<file path="src/rtl/inst_seq_constraint.sv">
// inst_seq_constraint: stateful RISC-V instruction legality constraint for ridecore formal checking.
// Ports: clk, reset (sync, active-high); instruction/inst_valid = candidate instruction;
// legal = candidate passes decode and sequence rules (1 when nothing is presented);
// inst_class = decoded class; inst_count = accepted non-NOPs; draining = program length
// exhausted (NOPs only); nop_run = current run of accepted NOPs.
// Optional macro INST_SEQ_CONSTRAINT_ASSUME_EN emits a formal assumption on legal.
module inst_seq_constraint #(
    parameter int         NUM_REGS    = 16,
    parameter int         MAX_INSTS   = 32,
    parameter int         MAX_NOP_RUN = 3,
    parameter int         MEM_IMM_MSB = 29,
    parameter logic [5:0] CLASS_MASK  = 6'b111111,
    parameter bit         NO_B2B_CF   = 1'b1,
    parameter bit         REQUIRE_DEF = 1'b0
) (
    input  logic                               clk,
    input  logic                               reset,
    input  logic [31:0]                        instruction,
    input  logic                               inst_valid,
    output logic                               legal,
    output logic [2:0]                         inst_class,
    output logic [$clog2(MAX_INSTS+1)-1:0]     inst_count,
    output logic                               draining,
    output logic [$clog2(MAX_NOP_RUN+2)-1:0]   nop_run
);
    localparam int CW = $clog2(MAX_INSTS + 1);
    localparam int NW = $clog2(MAX_NOP_RUN + 2);

    typedef enum logic [2:0] {
        C_ILL, C_ALUR, C_ALUI, C_MEM, C_BR, C_JMP, C_UP, C_NOP
    } cls_t;

    cls_t        cls;
    logic [6:0]  op, f7;
    logic [2:0]  f3;
    logic [4:0]  rd, rs1, rs2;
    logic        rd_ok, rs1_ok, rs2_ok, r_ok, i_ok, imm_ok;
    logic        rd_w, rs1_r, rs2_r;
    logic        is_nop, cf, cls_en, def_ok, seq_ok, accept, last_cf;
    logic [31:0] def_regs;
    logic [7:0]  en_mask;

    assign op     = instruction[6:0];
    assign rd     = instruction[11:7];
    assign f3     = instruction[14:12];
    assign rs1    = instruction[19:15];
    assign rs2    = instruction[24:20];
    assign f7     = instruction[31:25];
    assign rd_ok  = {1'b0, rd} < 6'(NUM_REGS);
    assign rs1_ok = {1'b0, rs1} < 6'(NUM_REGS);
    assign rs2_ok = {1'b0, rs2} < 6'(NUM_REGS);
    assign r_ok   = (f7 == 7'b0000000) ||
                    (f7 == 7'b0100000 && (f3 == 3'b000 || f3 == 3'b101)) ||
                    (f7 == 7'b0000001 && !f3[2]);
    assign i_ok   = (f3 == 3'b001) ? (f7 == 7'b0000000) :
                    (f3 == 3'b101) ? (f7 == 7'b0000000 || f7 == 7'b0100000) : 1'b1;
    assign imm_ok = (instruction >> (MEM_IMM_MSB + 1)) == 32'd0;

    always_comb begin
        cls   = C_ILL;
        rd_w  = 1'b0;
        rs1_r = 1'b0;
        rs2_r = 1'b0;
        case (op)
            7'b0110011: begin
                cls   = (r_ok && rd_ok && rs1_ok && rs2_ok) ? C_ALUR : C_ILL;
                rd_w  = 1'b1;
                rs1_r = 1'b1;
                rs2_r = 1'b1;
            end
            7'b0010011: begin
                cls   = (i_ok && rd_ok && rs1_ok) ? C_ALUI : C_ILL;
                rd_w  = 1'b1;
                rs1_r = 1'b1;
            end
            7'b0000011: begin
                cls   = (f3 == 3'b010 && rd_ok && imm_ok) ? C_MEM : C_ILL;
                rd_w  = 1'b1;
                rs1_r = 1'b1;
            end
            7'b0100011: begin
                cls   = (f3 == 3'b010 && rs2_ok && imm_ok) ? C_MEM : C_ILL;
                rs1_r = 1'b1;
                rs2_r = 1'b1;
            end
            7'b1101111: begin
                cls  = C_JMP;
                rd_w = 1'b1;
            end
            7'b1100111: begin
                cls   = (f3 == 3'b000 && rd_ok && rs1_ok) ? C_JMP : C_ILL;
                rd_w  = 1'b1;
                rs1_r = 1'b1;
            end
            7'b1100011: begin
                cls   = (f3 != 3'b010 && f3 != 3'b011) ? C_BR : C_ILL;
                rs1_r = 1'b1;
                rs2_r = 1'b1;
            end
            7'b0110111, 7'b0010111: begin
                cls  = C_UP;
                rd_w = 1'b1;
            end
            7'b1111111: cls = C_NOP;
            default:    cls = C_ILL;
        endcase
    end

    // Class-indexed enable vector: ILLEGAL never enabled, NOP always enabled.
    assign en_mask    = {1'b1, CLASS_MASK, 1'b0};
    assign cls_en     = en_mask[cls];
    assign is_nop     = cls == C_NOP;
    assign cf         = cls == C_BR || cls == C_JMP;
    assign inst_class = cls;
    assign draining   = inst_count == CW'(MAX_INSTS);
    assign def_ok     = (!rs1_r || def_regs[rs1]) && (!rs2_r || def_regs[rs2]);
    assign seq_ok     = (!draining || is_nop) &&
                        !(is_nop && !draining && MAX_NOP_RUN != 0 && nop_run >= NW'(MAX_NOP_RUN)) &&
                        !(NO_B2B_CF && last_cf && cf) &&
                        (!REQUIRE_DEF || def_ok);
    assign legal      = inst_valid ? (cls_en && seq_ok) : 1'b1;
    assign accept     = inst_valid && legal && !reset;

    always_ff @(posedge clk) begin
        if (reset) begin
            inst_count <= '0;
            nop_run    <= '0;
            last_cf    <= 1'b0;
            def_regs   <= 32'h1;
        end else if (accept) begin
            if (is_nop) begin
                nop_run <= (nop_run == NW'(MAX_NOP_RUN + 1)) ? nop_run : nop_run + 1'b1;
            end else begin
                inst_count <= draining ? inst_count : inst_count + 1'b1;
                nop_run    <= '0;
                last_cf    <= cf;
                if (rd_w && rd != 5'd0) def_regs[rd] <= 1'b1;
            end
        end
    end

`ifdef INST_SEQ_CONSTRAINT_ASSUME_EN
    always @(posedge clk) if (!reset) assume property (legal);
`else
`endif
endmodule

</file>
<file path="config.mk">
export PLATFORM = sky130hd
export DESIGN_NAME = inst_seq_constraint
export DESIGN_NICKNAME = d
export VERILOG_FILES = /design/src/rtl/inst_seq_constraint.sv
export SDC_FILE = /design/constraint.sdc
export NUM_CORES = 1
export LEC_CHECK = 0
export BUFFER_PORTS_ARGS = -buffer_cell sky130_fd_sc_hd__buf_2
export CAP_MARGIN = 20
export CORE_MARGIN = 2
export CORE_UTILIZATION = 35
export CTS_CLUSTER_SIZE = 25
export DETAILED_ROUTE_END_ITERATION = 10
export SLEW_MARGIN = 20
export SYNTH_ARGS = -nofsm -noshare
export SYNTH_HDL_FRONTEND = slang
export SYNTH_SLANG_ARGS = --single-unit
</file>
<file path="constraint.sdc">
create_clock -name clk -period 4.6 [get_ports clk]
set_input_delay 0.46 -clock clk [delete_from_list [all_inputs] [get_ports clk]]
set_output_delay 0.46 -clock clk [all_outputs]
set_load 0.02 [all_outputs]
</file>
==> results of run 1 <==
-- per-stage QoR --
stage / power, W / hold slack [ps]
floorplan: 0.000107 / 485
global placement: 0.000125 / 506
detailed placement: 0.000126 / 518
CTS: 0.000209 / 531
global route: 0.000218 / 550
finish: 0.000206 / 534
-- power groups by stage --
stage	sequential, W	combinational, W	clock, W
after floorplan	0.0000893	0.0000178	0
after CTS	0.0000871	0.0000366	0.0000857
final	0.0000871	0.0000367	0.0000825
after global routing	0.0000871	0.0000415	0.0000896
after global placement	0.0000891	0.0000355	0
after detailed placement	0.0000891	0.0000366	0
-- placed cells by master, fill, tap and decap left out, drive strengths merged, types with 4 or more instances in the layout --
cell type | Yosys | routed
a21oi | 6 | 6
mux2 | 4 | 4
inv | 12 | 12
clkbuf | 1 | 4
dfxtp | 10 | 10
buf | 1 | 36
nand3 | 5 | 5
a211oi | 5 | 5
nand2 | 9 | 9
nor2 | 9 | 9
o211ai | 7 | 7
ha | 5 | 5
mux2i | 4 | 4
-- per-layer routing --
metal / global-route usage / vias up / wire, µm / part of all wire
met5: 0 / - / 0 / 0
met3: 0.0346 / 2 / 76 / 0.031
met4: 0.0136 / 0 / 7 / 0.0029
li1: - / 524 / - / -
met1: 0.196 / 484 / 1150 / 0.47
met2: 0.291 / 20 / 1190 / 0.49
-- final cells by class --
type                       instances  area (µm²)
clock buffer                       4        36.3
fill                             285        1350
inverter                          12        45.0
multi-input combinational         96         701
sequential                        10         200
tap                               30        37.5
timing repair buffer              36         180
-- kinds of logic (layout without fill, tap and decap cells) --
group	after synthesis	count (layout)	synth area share
buffers and inverters	14	52	0.0588
xor gates and xnor gates	1	1	0.00915
muxes	8	8	0.0889
and+or+nand+nor	53	53	0.333
DFF	10	10	0.209
adders and majority gates	5	5	0.0654
AOI/OAI and AO/OA	29	29	0.235
-- registers in the layout, indices dropped and copies added, names as in the netlist --
signal	flops
inst_count	6
nop_run	3
last_cf	1
-- tightest hold or removal path: stages, from the launching register on --
cell and delay (ps):
dfxtp_1 340, o211ai_1 90, a21oi_1 60
-- final timing paths --
path | slack, ps | endpoint | start | cells after the start
hold reg to reg | 530 | last_cf | last_cf | 2
hold / removal | 530 | last_cf | last_cf | 2
setup reg to reg | 2170 | inst_count[3] | inst_count[0] | 7
setup / recovery | 1940 | legal | instruction[26] | 8
-- synthesized netlist by cell type, drive strengths merged --
| library cell | count | share of area |
|---|---|---|
| a2111oi | 1 | 0.029 |
| o21ai | 2 | 0.010 |
| and2 | 2 | 0.013 |
| o311ai | 2 | 0.018 |
| or4 | 3 | 0.027 |
| nand2b | 3 | 0.020 |
| ha | 5 | 0.065 |
| and3 | 1 | 0.0065 |
| nand2 | 9 | 0.035 |
| and2b | 3 | 0.026 |
| dfxtp | 10 | 0.21 |
| buf | 1 | 0.0078 |
| a21oi | 6 | 0.031 |
| o31ai | 2 | 0.016 |
| a211oi | 5 | 0.039 |
| nand3 | 5 | 0.031 |
| nor4 | 3 | 0.020 |
| nor2b | 3 | 0.020 |
| xor2 | 1 | 0.0092 |
| and3b | 1 | 0.0092 |
| o2111ai | 1 | 0.0092 |
| o211ai | 7 | 0.055 |
| clkbuf | 1 | 0.0039 |
| mux2i | 4 | 0.042 |
| o211a | 2 | 0.021 |
| or4b | 1 | 0.010 |
| or3 | 2 | 0.018 |
| nor3 | 3 | 0.016 |
| nor2 | 9 | 0.035 |
| a31oi | 1 | 0.0065 |
| inv | 12 | 0.047 |
| or2 | 1 | 0.0065 |
| and4b | 1 | 0.012 |
| nor4b | 2 | 0.018 |
| and4 | 1 | 0.0092 |
| mux2 | 4 | 0.047 |
==> reports/summary.log, run 1 <==
qor: layout.antenna_cells 0
qor: critical_path.timing.critical_path.buf_inv 3
qor: route.vias_per_cell 5.48
qor: timing.timing_hold_violations_final 0
qor: critical_path.worst-endpoint-arrival 2200 ps
qor: floorplan.horizontal_extent_of_the_die 56.3 µm
qor: critical_path.crit_path_end_kind output port
qor: floorplan.initial_core_utilization 0.376
qor: pwr.netSwitchingFraction 0.274
qor: route.avgRoutedWirePerCell 12.9 µm
qor: timing.achievable-frequency 376 MHz
qor: route.drtPass1Iterations 4
qor: layout.layout_overhead_on_the_synthesized_area 25.4%
qor: placement.globalplace.congestion 0.828
qor: clock_network.cts_num_sinks 10
qor: run.cap_viol_max_count 0
qor: logic_synthesis.post_synth.cell_area_avg 7.98 µm²
qor: clock_network.hold_buffers 0
qor: timing.fin_skew 1.88 ps
qor: timing.finalMaxSlewViolations 0
qor: pwr.p_per_area 172 nW/µm²
qor: critical_path.timing.critical_path.from_type input pin
qor: pwr.internal-power 0.000150 W
qor: run_status.outcome finished clean
qor: logic_synthesis.ys_seq_area_frac 0.209
qor: timing.totalNegativeSetupSlack 0 ps
qor: timing.finalCritPeriodShare 0.578
qor: floorplan.ios 49
qor: logic_synthesis.synthesis.area 957 µm²
qor: hold_path.worst_hold_path_type register to register
qor: floorplan.fp.coreArea 2540 µm²
qor: route.postRouteWirelength 2420 µm
qor: placement.numPlacedInstances 184
qor: logic_synthesis.synthCells 120
qor: global_routing.grt_start_max_net_pins 19
qor: clock_network.tritoncts.num_buffers 3
qor: logic_synthesis.synth_cell_type_count 43
qor: placement.post-place-ws 1930 ps
qor: critical_path.timing_worst_setup_path_type input pin to output port
qor: logic_synthesis.mappedNetlistNets 160
qor: route.routed-via-count 1,030
qor: layout.final_nets 199
qor: clock_network.postCtsSetupRepairBufs 0
qor: timing.finalWorstPathRequiredPeriod 2660 ps
qor: pwr.sequentialPowerShare 0.422
qor: logic_synthesis.ys_seq_elements 10
qor: critical_path.path_common_cell buf_2
qor: pwr.power_frac_comb 0.178
qor: timing.tightestPinTransition 430 ps
qor: clock_network.cts.clk_slew.worst_paths 80 ps
qor: layout.share_of_final_layout_standard_cells_stronger_than_drive_strength_1 0.316
qor: floorplan.placement_rows 18
qor: critical_path.crit_chain buf_2 -> or4_4 -> a2111oi_4 -> nand3_2 -> inv_1 -> o21ai_0 -> nand2_1 -> buf_2
qor: route.first_iter_violations 39
qor: pwr.vdd_ir_drop_max 0.166 mV
qor: placement.half_perimeter_wire_length_after_detailed_placement 1930 µm
qor: global_routing.groute.usage.overall 0.158
qor: timing.grt_setup_unrepaired false
qor: route.remaining_drc_errors 0
qor: clock_network.clock_latency_late_sink 260 ps
qor: clock_network.tritoncts yes
qor: logic_synthesis.ys_warn_count 0
qor: pwr.clock_power_share 0.400
qor: critical_path.critPathSlowestCell or4_4
qor: layout.layout.core_utilization 0.471
qor: global_routing.grt.overflow.total 0
qor: pwr.p_switching 0.0000564 W
qor: pwr.total_leakage_power 0.568 nW
qor: layout.final_design_area_no_fill 1200 µm²
qor: critical_path.critical_path_peak_fanout 6
qor: global_routing.grt_first_pass_wirelength 4150 µm
qor: placement.detailed_place.area 1160 µm²
qor: clock_network.clock_tree.root_cell clkbuf_4
qor: route.route.antenna.remaining_nets 0
qor: clock_network.cts-root-to-sink-buffers 2
qor: critical_path.critical-path-max-stage-delay 550 ps
qor: critical_path.worst-endpoint-required 4140 ps
qor: timing.final_critical_path_setup_slack 1940 ps
qor: timing.setup_viol 0
qor: floorplan.die_area 3170 µm²
qor: clock_network.cts-resized-gates 0
qor: layout.final_cells 188
qor: global_routing.antenna_found_initial 0
qor: critical_path.path_delay_family simple AND/OR/NAND/NOR gates
qor: clock_network.cts_max_level 1
qor: global_routing.vias_in_the_first_global_route 970
qor: timing.timing.max_slew.rel_slack 0.709
qor: floorplan.dieHeight 56.3 µm
qor: placement.port_buffers 36
Note: power is estimated with default switching activity, not from simulation.
==> inputs of run 2 (changes only) <==
Settings changed: ABC_AREA from default to 1.
Clock period 4.6 ns to 2.6 ns, I/O delays scaled along.
==> run 2 against run 1 <==
Effect of this change:
- setup slack lost 1400 ps
- via count grew 14%
- sequential share of layout area shrank 1.1 points
- critical endpoint unchanged
- largest cell class unchanged
- register-to-register slack lost 1500 ps
==> reports/summary.log, run 2 <==
qor: critical_path.crit_path_end_kind output port
qor: route.routed-via-count 1,174 [+14%]
qor: global_routing.grt_start_max_net_pins 12 [-7]
qor: clock_network.cts_max_level 1 [unchanged]
qor: clock_network.postCtsSetupRepairBufs 0 [unchanged]
qor: pwr.power_frac_comb 0.209 [+0.031]
qor: timing.final.hold.worst_slack 255 ps [-278 ps]
qor: global_routing.grt_first_pass_wirelength 4190 µm [+0.84%]
qor: clock_network.cts-root-to-sink-buffers 2 [unchanged]
qor: logic_synthesis.ys_warn_count 0 [unchanged]
qor: pwr.internal-power 0.000270 W [+80%]
qor: pwr.vdd_ir_drop_max 0.231 mV [+39%]
qor: placement.post-place-ws 654 ps [-1280 ps]
qor: clock_network.tritoncts.num_buffers 3 [unchanged]
qor: pwr.netSwitchingFraction 0.288 [+0.0139]
qor: logic_synthesis.yosys.area.top_type dfxtp_1
qor: route.vias_per_cell 4.81 [-12%]
qor: layout.layout_commonest_cell nand2_1
qor: hold_path.hold_depth 2 [unchanged]
qor: critical_path.worst-endpoint-required 2340 ps [-1800 ps]
qor: layout.final_nets 254 [+28%]
qor: layout.reg_top3 inst_count (6), nop_run (3), last_cf (1)
qor: clock_network.tritoncts yes
qor: route.postRouteWirelength 2460 µm [+1.7%]
qor: route.first_iter_violations 53 [+36%]
qor: clock_network.clock_tree.root_cell clkbuf_4
qor: critical_path.worst_setup_path_endpoint legal
qor: layout.largest_register_ffs 6 [unchanged]
qor: logic_synthesis.post_synth.cell_area_avg 5.97 µm² [-25%]
qor: timing.tightestPinTransition 500 ps [+70.0 ps]
qor: run.cap_viol_max_count 0 [unchanged]
qor: route.avgRoutedWirePerCell 10.1 µm [-22%]
qor: pwr.total_leakage_power 0.672 nW [+18%]
qor: critical_path.worst-endpoint-arrival 1840 ps [-360 ps]
qor: logic_synthesis.synth-edff-count 0 [unchanged]
qor: floorplan.fp.coreArea 2780 µm² [+9.3%]
qor: global_routing.groute.usage.overall 0.154 [-0.00445]
qor: timing.finalMaxSlewViolations 0 [unchanged]
qor: placement.globalplace.congestion 0.743 [-10%]
qor: timing.totalNegativeSetupSlack 0 ps [unchanged]
qor: critical_path.r2r.worst_path.cells 12 [+5]
qor: timing.finalCritPeriodShare 0.810
qor: floorplan.dieHeight 58.5 µm [+3.9%]
qor: global_routing.grt.overflow.total 0 [unchanged]
qor: timing.setup_viol 0 [unchanged]
qor: route.remaining_drc_errors 0 [unchanged]
qor: timing.fin_skew 8.03 ps [+6.15 ps]
qor: placement.half_perimeter_wire_length_after_detailed_placement 2010 µm [+4.0%]
qor: layout.fillers 300 [+5.3%]
qor: logic_synthesis.yosys_most_used_dff dfxtp_1
qor: logic_synthesis.synth.top_cell.area_share 0.193 [-0.0164]
qor: clock_network.cts_num_sinks 10 [unchanged]
qor: timing.timing.max_slew.rel_slack 0.666 [-0.0433]
qor: layout.layout.area.seq 200 µm² [unchanged]
qor: global_routing.antenna_found_initial 0 [unchanged]
qor: layout.most_used_cells_in_the_layout_excluding_fill_and_tap_cells 43 x nand2_1, 36 x buf_2, 32 x nor2_1, 16 x inv_1, 12 x nand3_1
qor: floorplan.horizontal_extent_of_the_die 58.5 µm [+3.9%]
qor: critical_path.critical_path.reg2reg.endpoint inst_count[1]
qor: critical_path.timing.critical_path.from_type register
qor: clock_network.cts-resized-gates 0 [unchanged]
qor: timing.final_critical_path_setup_slack 495 ps [-1450 ps]
qor: logic_synthesis.synth_top_cells_by_count 43 x nand2_1, 32 x nor2_1, 16 x inv_1
qor: layout.share_of_final_layout_standard_cells_stronger_than_drive_strength_1 0.310 [-0.00660]
qor: timing.finalWorstPathRequiredPeriod 2100 ps
qor: clock_network.cts.clk_slew.worst_paths 80 ps [about the same]
qor: clock_network.clock_latency_late_sink 270 ps [about the same]
qor: critical_path.r2r_setup_slack 640 ps [-1530 ps]
qor: route.route.antenna.remaining_nets 0 [unchanged]
qor: logic_synthesis.ys_seq_elements 10 [unchanged]
qor: logic_synthesis.synth.most_common_cell nand2_1
qor: pwr.sequentialPowerShare 0.413 [-0.009]
qor: global_routing.vias_in_the_first_global_route 1,076 [+11%]
qor: floorplan.placement_rows 19 [+1]
qor: floorplan.initial_core_utilization 0.373 [-0.00274]
qor: layout.layout_overhead_on_the_synthesized_area 23.4%
qor: hold_path.worst_hold_path_type input pin to register
qor: critical_path.worstSetupStartpoint inst_count[0]
qor: layout.antenna_cells 0 [unchanged]
qor: logic_synthesis.synthesis.area 1040 µm² [+8.5%]
qor: logic_synthesis.mappedNetlistNets 214 [+34%]
qor: critical_path.timing_worst_setup_path_type register to output port
qor: logic_synthesis.synthCells 174 [+45%]
qor: critical_path.critical_path_peak_fanout 6 [unchanged]
qor: route.drtPass1Iterations 4 [unchanged]
qor: logic_synthesis.ys_seq_area_frac 0.193 [-0.0164]
qor: layout.multi_input_area 708 µm² [+1.1%]
qor: pwr.p_switching 0.000109 W [+93%]
qor: logic_synthesis.ys_async_sr_fraction 0 [unchanged]
qor: placement.port_buffers 36 [unchanged]
qor: clock_network.hold_buffers 0 [unchanged]
qor: critical_path.worst_flop_to_flop_path_startpoint inst_count[0]
qor: timing.grt_setup_unrepaired false
qor: timing.achievable-frequency 475 MHz
qor: logic_synthesis.synth_cell_type_count 25 [-42%]
qor: floorplan.die_area 3420 µm² [+7.9%]
qor: floorplan.ios 49 [unchanged]
qor: pwr.p_per_area 295 nW/µm² [+72%]
qor: run_status.outcome finished clean
qor: pwr.clock_power_share 0.377 [-0.023]
qor: layout.largest-register inst_count
qor: timing.timing_hold_violations_final 0 [unchanged]
qor: logic_synthesis.synthTopCellsByArea dfxtp_1 19%, nand2_1 16%, nor2_1 12%
[run 2: metrics by stage]
stage	power, W	area, µm²	util	cells
CTS	0.000384	1280	0.461	244
global placement	0.000238	1240	0.448	240
floorplan	0.000206	1040	-	174
finish	0.000378	1280	0.461	244
global route	0.000399	1280	0.461	244
detailed placement	0.000239	1240	0.448	240
[run 2: worst max-delay path, stage by stage, from the launching register on]
cell and delay, ps:
dfxtp_1 370, inv_1 80, ha_1 140, nand3_1 90, nor3b_2 290, o21ai_2 80, o21ai_2 60, nand2_2 80
o21ai_0 180, buf_2 200
[run 2: power groups by stage]
stage          clock, W  combinational (W)  sequential, W
2_1_floorplan         0          0.0000440       0.000162
3_3_place_gp          0          0.0000778       0.000160
3_5_place_dp          0          0.0000794       0.000160
4_1_cts        0.000148          0.0000799       0.000156
5_1_grt        0.000152          0.0000903       0.000157
6_report       0.000143          0.0000792       0.000156
[run 2: area by class of cell]
class,count,share of cell area
timing repair buffer,38,0.152
inverter,26,0.0801
tap,31,0.0303
multi-input combinational,135,0.553
sequential,10,0.156
clock buffer,4,0.0283
[run 2: worst min path at each step]
stage / startpoint / end
2_1_floorplan: reset / inst_count[2]
3_3_place_gp: last_cf / last_cf
3_5_place_dp: last_cf / last_cf
4_1_cts: reset / inst_count[2]
5_1_grt: reset / inst_count[2]
6_report: reset / inst_count[2]
[run 2: logic make-up (layout without fill, tap and decap cells)]
family | Yosys count | in the layout | share of synthesized area
AO/OA/AOI/OAI | 13 | 13 | 0.0735
XOR/XNOR | 4 | 4 | 0.0337
adder cells (fa/ha/maj) | 5 | 5 | 0.0602
buffers and inverters | 29 | 68 | 0.125
flip-flops | 10 | 10 | 0.193
AND/OR/NAND/NOR | 113 | 113 | 0.514
[run 2: metal layers]
layer | global-route usage | vias up | wire, µm
li1 | - | 633 | -
met1 | 0.180 | 506 | 1110
met2 | 0.276 | 31 | 1170
met3 | 0.0154 | 4 | 151
met4 | 0.0797 | 0 | 30
met5 | 0 | - | 0
